**src/rtl/bus_source_arbiter.sv**
```systemverilog
// rtl/bus_source_arbiter.sv - round-robin 8-source bus arbiter with per-grant hold limit
module bus_source_arbiter #(
  parameter int MAX_HOLD = 4
) (
  input  logic       Clk,
  input  logic       Reset,
  input  logic [7:0] Req,
  output logic [7:0] Gnt,
  output logic [2:0] Sel,
  output logic       BusValid,
  output logic       Preempt
);

  localparam int CNT_W = $clog2(MAX_HOLD + 1);
  localparam logic [CNT_W-1:0] HOLD_MAX = CNT_W'(MAX_HOLD);
  localparam logic [CNT_W-1:0] HOLD_ONE = CNT_W'(1);

  typedef enum logic {IDLE, BUSY} state_t;

  state_t           state_q, state_d;
  logic [7:0]       gnt_q, gnt_d;
  logic [2:0]       sel_q, sel_d;
  logic             bus_valid_q, bus_valid_d;
  logic             preempt_q, preempt_d;
  logic [2:0]       ptr_q, ptr_d;
  logic [CNT_W-1:0] hold_cnt_q, hold_cnt_d;

  logic [7:0] owner_oh;
  logic [7:0] others;
  logic [2:0] win_any;
  logic [2:0] win_oth;

  // First requester at or after the rotating pointer, wrapping mod 8
  function automatic logic [2:0] pick(input logic [7:0] r, input logic [2:0] p);
    logic [2:0] idx;
    logic       found;
    pick  = p;
    found = 1'b0;
    for (int k = 0; k < 8; k++) begin
      idx = p + 3'(k);
      if (!found && r[idx]) begin
        pick  = idx;
        found = 1'b1;
      end
    end
  endfunction

  // Candidate winners: any requester, and any requester other than the current owner
  always_comb begin
    owner_oh = 8'b1 << sel_q;
    others   = Req & ~owner_oh;
    win_any  = pick(Req, ptr_q);
    win_oth  = pick(others, ptr_q);
  end

  // Next-state and registered-output computation
  always_comb begin
    state_d     = state_q;
    gnt_d       = gnt_q;
    sel_d       = sel_q;
    bus_valid_d = bus_valid_q;
    preempt_d   = 1'b0;
    ptr_d       = ptr_q;
    hold_cnt_d  = hold_cnt_q;
    case (state_q)
      IDLE: begin
        if (Req != 8'h00) begin
          state_d     = BUSY;
          gnt_d       = 8'b1 << win_any;
          sel_d       = win_any;
          bus_valid_d = 1'b1;
          ptr_d       = win_any + 3'd1;
          hold_cnt_d  = HOLD_ONE;
        end
      end
      BUSY: begin
        if (Req[sel_q] && hold_cnt_q < HOLD_MAX) begin
          hold_cnt_d = hold_cnt_q + HOLD_ONE;
        end else if (!Req[sel_q]) begin
          // Owner released; hand straight over without a dead cycle if anyone waits
          if (Req != 8'h00) begin
            gnt_d      = 8'b1 << win_any;
            sel_d      = win_any;
            ptr_d      = win_any + 3'd1;
            hold_cnt_d = HOLD_ONE;
          end else begin
            state_d     = IDLE;
            gnt_d       = 8'h00;
            sel_d       = 3'd0;
            bus_valid_d = 1'b0;
            hold_cnt_d  = '0;
          end
        end else if (others != 8'h00) begin
          // Hold limit reached with contention: forced handover, owner excluded
          gnt_d      = 8'b1 << win_oth;
          sel_d      = win_oth;
          ptr_d      = win_oth + 3'd1;
          hold_cnt_d = HOLD_ONE;
          preempt_d  = 1'b1;
        end else begin
          // Hold limit reached but uncontended: owner keeps the bus, window restarts
          hold_cnt_d = HOLD_ONE;
        end
      end
      default: begin
        state_d = IDLE;
      end
    endcase
  end

  // State and output registers, synchronous reset dominates
  always_ff @(posedge Clk) begin
    if (Reset) begin
      state_q     <= IDLE;
      gnt_q       <= 8'h00;
      sel_q       <= 3'd0;
      bus_valid_q <= 1'b0;
      preempt_q   <= 1'b0;
      ptr_q       <= 3'd0;
      hold_cnt_q  <= '0;
    end else begin
      state_q     <= state_d;
      gnt_q       <= gnt_d;
      sel_q       <= sel_d;
      bus_valid_q <= bus_valid_d;
      preempt_q   <= preempt_d;
      ptr_q       <= ptr_d;
      hold_cnt_q  <= hold_cnt_d;
    end
  end

  assign Gnt      = gnt_q;
  assign Sel      = sel_q;
  assign BusValid = bus_valid_q;
  assign Preempt  = preempt_q;

endmodule

```
**config.mk**
```make
export PLATFORM = sky130hd
export DESIGN_NAME = bus_source_arbiter
export DESIGN_NICKNAME = d
export VERILOG_FILES = /design/src/rtl/bus_source_arbiter.sv
export SDC_FILE = /design/constraint.sdc
export NUM_CORES = 1
export LEC_CHECK = 0
export ABC_AREA = 0
export CORE_MARGIN = 5
export CORE_UTILIZATION = 50
export CTS_CLUSTER_SIZE = 14
export DETAILED_ROUTE_END_ITERATION = 10
export GPL_TIMING_DRIVEN = 0
export PLACE_DENSITY = 0.7
export SKIP_LAST_GASP = 1
export SLEW_MARGIN = 10
export SYNTH_ARGS = -nofsm -noshare
export SYNTH_HDL_FRONTEND = slang
export SYNTH_SLANG_ARGS = --single-unit
```
**constraint.sdc**
```tcl
create_clock -name Clk -period 4.4 [get_ports Clk]
set_input_delay 1.32 -clock Clk [delete_from_list [all_inputs] [get_ports Clk]]
set_output_delay 1.32 -clock Clk [all_outputs]
set_load 0.005 [all_outputs]
```
Yosys cells after proc, flatten, opt, wreduce, memory -nomap -nowiden

Cells that the tools add are included.

Register bits after elaboration: 20
Input port bits: 10
Output and inout port bits: 13
Logic and storage cells: 168

Add/subtract/negate cells: 10
$lt $le $gt $ge: 10
Equality and inequality tests: 5
Shifts and indexed selects: 3
Multiplexer cells: 94
Bitwise operators: 4
Reduce and logical (&&, ||, !) cells: 35

Operators by type and width:

| kind                                                                    | number |
|---|---|
| 3-bit 2-to-1 mux                                                        | 26 |
| 1-bit binary-select mux with 3-bit select                               | 17 |
| 1-bit 2-to-1 mux                                                        | 40 |
| 8-bit 2-to-1 mux                                                        | 5 |
| 3-bit by 4-bit < comparator with 1-bit output, second input constant    | 9 |
| 1-bit by 3-bit << shifter with 8-bit output, first input constant       | 3 |
| 3-bit one-hot mux with 2 select lines                                   | 3 |
| 8-bit one-hot mux with 2 select lines                                   | 1 |
| 8-bit nonzero test                                                      | 2 |
| 1-bit logical AND                                                       | 15 |
| 1-bit logical NOT                                                       | 14 |
| 3-bit by 1-bit adder with 3-bit output, second input constant           | 4 |
| 3-bit adder, second input constant                                      | 4 |
| 8-bit bitwise AND                                                       | 1 |
| 2-bit inequality test, second input constant                            | 4 |
| 8-bit inverter                                                          | 1 |
| 3-bit by 2-bit adder with 3-bit output, second input constant           | 2 |
| 1-bit one-hot mux with 2 select lines                                   | 2 |
| 4-bit AND reduction                                                     | 1 |
| 4-bit OR reduction                                                      | 1 |
| 3-bit < comparator, second input constant                               | 1 |
| 3-bit by 2-bit inequality test with 1-bit output, second input constant | 1 |
| 3-bit AND reduction                                                     | 1 |
| 1-bit inverter                                                          | 2 |
| 2-bit AND reduction                                                     | 1 |

Longest topological paths before layout

Depth in word-level cells: 32
Gate-level depth with buffers: 19
Gate-level depth less buffers: 15

Worst setup path before layout

Ideal clock, no wire load.

Path type: register to register
From: register ptr_q[1]
To: register gnt_q[7] (netlist: Gnt[7])
Setup time: 0.071 ns
Arrival: 3.965 ns
Required time: 4.329 ns
Slack: 0.365 ns
Stages on the path, launching flop included: 18
Path buffers: 3
Clock period less this slack: 4.035 ns
Path through: dfxtp_1 clkbuf_1 inv_1 clkbuf_1 ha_1 buf_2 mux4_2 mux2_2 a22o_1 o21a_1 a221oi_1 xnor2_1 ha_1 ha_1 nor2_1 nor4_1 nand3_1 a21oi_1

Word-level cells in the longest chain between the ends: 29
Elaborated cells between the ends (all ways): 103
Those cells by class: add/sub (7); shift (2); mux (66); reduce/logical (28)

RTL lines:

| what                                                                                            | line | text |
|---|---|---|
| from (decl)                                                                                     | 25   | `logic [2:0] ptr_q, ptr_d;` |
| from (signal assigned)                                                                          | 127  | `ptr_q <= ptr_d;` |
| parallel branches: the longest is 28 deep, another holds 3-bit by 1-bit adder with 3-bit output | --   |  |
| 8-bit one-hot mux with 2 select lines (*)                                                       | 65   | `case (state_q)` |
| to (signal assigned)                                                                            | 123  | `gnt_q <= gnt_d;` |
| to (decl)                                                                                       | 21   | `logic [7:0] gnt_q, gnt_d;` |

Mark *: on every way between the ends. The select of a mux whose other input is x is not followed.
A chain may end at the register's enable or synchronous reset.

Final worst setup path

From: input Req[7]
To: register gnt_q[7] (netlist: Gnt[7])

Word-level cells in the longest chain between the ends: 30
Elaborated cells between the ends (all ways): 106
Those cells by class: eq/ne (3); shift (2); mux (68); bitwise (1); reduce/logical (32)

RTL lines:

| what                                        | line | text |
|---|---|---|
| from (decl)                                 | 7    | `input logic [7:0] Req,` |
| 8-bit bitwise AND                           | 51   | `others = Req & ~owner_oh;` |
| 1-bit binary-select mux with 3-bit select   | 41   | `if (!found && r[idx]) begin` |
| 1-bit 2-to-1 mux (implied by the code)      | 41   |  |
| 1-bit 2-to-1 mux                            | 41   |  |
| 1-bit logical NOT                           | 41   |  |
| 1-bit logical AND                           | 41   |  |
| 1-bit 2-to-1 mux                            | 41   |  |
| 1-bit logical NOT                           | 41   |  |
| (+14 left out)                              | --   |  |
| 1-bit logical NOT                           | 41   |  |
| 1-bit logical AND                           | 41   |  |
| 3-bit 2-to-1 mux                            | 41   |  |
| 1-bit by 3-bit << shifter with 8-bit output | 95   | `gnt_d = 8'b1 << win_oth;` |
| 8-bit 2-to-1 mux                            | 93   | `end else if (others != 8'h00) begin` |
| 8-bit 2-to-1 mux                            | 79   | `end else if (!Req[sel_q]) begin` |
| 8-bit 2-to-1 mux                            | 77   | `if (Req[sel_q] && hold_cnt_q < HOLD_MAX) begin` |
| 8-bit one-hot mux with 2 select lines       | 65   |  |

Several ways; a longest one is shown, not always the timed one. The select of a mux whose other input is x is not followed.

==> run summary <==
STATUS
-----------------------------------------------------------------------------------------------------
Result of the run                                                                           completed

CLOCK NETWORK
-----------------------------------------------------------------------------------------------------
Maximum count of clock buffers along a single path                                                  2
Clock-pin slew reported for the worst setup and hold paths after clock tree synthesis         0.07 ns
Clock Latency Late Sink                                                                       0.26 ns
Total of hold buffers inserted after clock tree synthesis                                           0
Clock root buffer master                                                                     clkbuf_8
Clock sink count                                                                                   20
H-tree levels                                                                                       1
CTS buffer count                                                                                    3
TritonCTS clock tree                                                                            built

LOGIC SYNTHESIS
-----------------------------------------------------------------------------------------------------
Avg Cell Area, Syn                                                                           8.41 µm²
Synth Warn #                                                                                        0
Number of distinct library cell variants in the gate-level netlist after synthesis                 75
Synthesized-area fraction occupied by and/or/nand/nor cells                                     19.8%
Post-synthesis share of cell area spent on full adders, half adders and majority gates          3.92%
Net count after synthesis                                                                         400
Fraction of the mapped netlist area in compound gates                                           31.4%
Area fraction of the dominant cell type after synthesis                                         17.6%
Count of flip-flops with a built-in enable after synthesis                                          0
Post-synthesis xor/xnor area fraction                                                           2.74%
Mapped Cells                                                                                      380
Most frequently used flop master after synthesis                                              dfxtp_1
Post-synthesis instance area                                                                 3190 µm²
Library cell with the largest summed area after synthesis                                      mux4_2
Flip-flop and latch count after synthesis                                                          20
Area contributors post-synth                                                             mux4_2 18%, dfxtp_1 13%, a21oi_1 4.1%, ha_1 3.9%, nand2_1 3.9%
Register area share after synthesis                                                             12.5%
Mux contribution to synthesized area                                                            22.8%
Proportion of register bits with asynchronous set or reset after synthesis                         0%
Dominant combinational cell family by area after synthesis                               compound AO/OA/AOI/OAI gates

ROUTING
-----------------------------------------------------------------------------------------------------
Routed vias                                                                                     3,406
DRC viols                                                                                           0
Vias per std cell                                                                                6.97
Routed Antenna Nets                                                                                 0
Number of DRC markers in iteration 0                                                              258
Drt pass-1 iters                                                                                    6
DR WL/cell                                                                                    19.9 µm
Final Routed Wirelength                                                                       9.73 mm

PWR
-----------------------------------------------------------------------------------------------------
Total Power                                                                                   3.22 mW
Power per cell area                                                                        859 nW/µm²
P_leak                                                                                        1.42 nW
Max IR drop VDD                                                                                597 µV

LAYOUT
-----------------------------------------------------------------------------------------------------
Area Growth Syn to Fin                                                                          17.4%
Top library cells by usage in the layout, fill and taps aside                            33 x nand2_1, 29 x nor2_1, 25 x mux4_2, 25 x a21oi_1, 20 x dfxtp_1
Ant diodes                                                                                          0
Share of cells above drive strength 1                                                           22.1%
Leading cell type in the layout, fill and taps excluded                                       nand2_1
Post-layout instance area                                                                    3750 µm²
Number of nets in the layout                                                                      434

PLACED DESIGN
-----------------------------------------------------------------------------------------------------
Cell area after placement                                                                    3510 µm²
HPWL after detailed placement                                                                 7.24 mm
I/O Buffers                                                                                        22
Final weighted congestion in routability-driven placement                                       0.930

GLOBAL ROUTING
-----------------------------------------------------------------------------------------------------
Initial antenna violation count                                                                     0
Global-route congestion overflow total                                                              0
Maximum number of pins on one net before global-route repair                                       11
Global-route wire length before repair                                                        15.7 mm
All-Layer GR Usage                                                                              22.8%
Number of global-route vias before repair                                                       3,223

TIMING
-----------------------------------------------------------------------------------------------------
TNS Setup                                                                                        0 ns
Setup skew after layout                                                                    0.00564 ns
Finish-stage setup viols                                                                            0
Share of the clock period used by the worst path after layout                                   93.7%
Post-Route Hold Slack                                                                        0.490 ns
Final period demand of the worst path                                                         4.12 ns
Fin. max-slew vios                                                                                  0
Count of final hold-check violations                                                                0
Worst slew slack as a fraction of its limit                                                     47.0%
Tightest Pin Transition                                                                      0.793 ns
Max Fclk                                                                                      243 MHz

FLOORPLANNING
-----------------------------------------------------------------------------------------------------
FP Rows                                                                                            29
Area of the core region                                                                      6280 µm²
Die Width                                                                                     89.9 µm
Total I/O pin count                                                                                23
Die span in y                                                                                 89.9 µm
Die area                                                                                     8090 µm²
Initial cell density of the core                                                                50.9%

SETUP PATH
-----------------------------------------------------------------------------------------------------
Largest stage delay, worst path                                                               0.45 ns
CP endpoint kind                                                                             register
Worst path slowest cell                                                                        mux4_2
CP required                                                                                   4.59 ns
Worst-case register-to-register setup slack                                                   0.33 ns
Critical path arrival                                                                         4.31 ns
CP Cell Sequence                                                                         dlymetal6s2s_1 > buf_4 > mux4_2 > mux2_4 > a22o_4 > o21a_1 > a221oi_2 > xnor2_2 > ha_2 > ha_1 > nor2_1 > nor4_1 > nand3_1 > a21oi_1
Worst-path fanout max                                                                              10
Category of the most critical setup path                                                    in -> reg
Kind of launch point of the worst setup path                                             primary input

FLOW RUN
-----------------------------------------------------------------------------------------------------
Max-cap violations                                                                                  0

WORST HOLD PATH
-----------------------------------------------------------------------------------------------------
Worst hold path class                                                                      reg -> reg

[final cells by class]
| class | count | area, µm² |
|---|---|---|
| Buffer | 33 | 204 |
| Inverter | 17 | 63.8 |
| Timing Repair Buffer | 29 | 285 |
| Sequential cell | 20 | 400 |
| Tap cell | 77 | 96.3 |
| Clock buffer | 3 | 41.3 |
| Multi-Input combinational cell | 310 | 2660 |
| Fill cell | 540 | 2530 |
[power breakdown]
group          switching (mW)  total, mW  internal, mW
Combinational            1.58       2.83          1.25
Sequential             0.0390      0.273         0.234
Clock                  0.0586      0.120        0.0610
[repair_timing]
item                                    in CTS  in global routing
pin swaps                                    4                  6
endpoints found under the hold margin        0                  0
endpoints found under the setup margin      11                 11
buffers inserted                             4                  3
gates resized for setup                     24                 47
[cells by family after synthesis]
logic type,after synthesis
AOI/OAI and AO/OA,128
xor gates and xnor gates,10
adders and majority gates,10
buffers and inverters,50
DFF,20
muxes,41
and+or+nand+nor,121
[sequential cells by signal, indices dropped and copies added, names as in the netlist]
name / count
BusValid: 1
state_q: 1
Gnt: 8
Sel: 3
Preempt: 1
hold_cnt_q: 3
ptr_q: 3
[per-stage QoR]
stage | util (%) | setup WS [ns] | std cells
after detailed placement | 55.9 | -0.682 | 479
after global placement | 55.9 | -0.681 | 479
after CTS | 58.2 | -0.0581 | 486
after global routing | 59.7 | -0.00474 | 489
after floorplan | - | 0.365 | 380
final | 59.7 | 0.279 | 489
[worst max-delay path: cells and delay by family]
kind | cells | cell delay [ns]
muxes | 2 | 0.77
adders and majority gates | 2 | 0.40
buffers and inverters | 2 | 0.37
AOI/OAI and AO/OA | 4 | 0.85
and+or+nand+nor | 3 | 0.44
xor gates and xnor gates | 1 | 0.17
[synth_stat cells (all sizes together), types with 3 or more instances]
cell / number
nor3: 9
and3b: 3
buf: 11
dfxtp: 20
nand2b: 6
o21ai: 6
mux2: 4
nor3b: 4
o32ai: 4
and3: 4
a31oi: 8
o21a: 3
inv: 17
ha: 10
o31a: 3
xnor2: 6
a22o: 3
o2bb2ai: 4
a211oi: 10
nand3: 11
nor4: 5
mux4: 25
and2: 6
nor2: 31
a221oi: 6
mux2i: 12
clkbuf: 22
o22ai: 7
o32a: 5
xor2: 4
o221ai: 4
o22a: 6
nand2: 33
a21oi: 27
a21o: 4
a22oi: 4
a32oi: 5
[metal layers]
layer  share of wire (%)  track usage [%]  wire length, µm  vias up
met2                  50             39.7             4870      170
met1                  40             28.5             3890     1631
met3                 6.9             2.75              670       34
li1                    -                -                -     1571
met4                 3.2             9.31              311        0
met5                   0                0                0        -
[path summary, 6_finish.rpt]
check / startpoint / endpoint / cells after the start
min: Gnt[6] / Gnt[6] / 2
min reg2reg: Gnt[6] / Gnt[6] / 2
max reg2reg: ptr_q[0] / Gnt[7] / 16
max: Req[7] / Gnt[7] / 14
No activity file was read; power rests on OpenSTA's default activity.
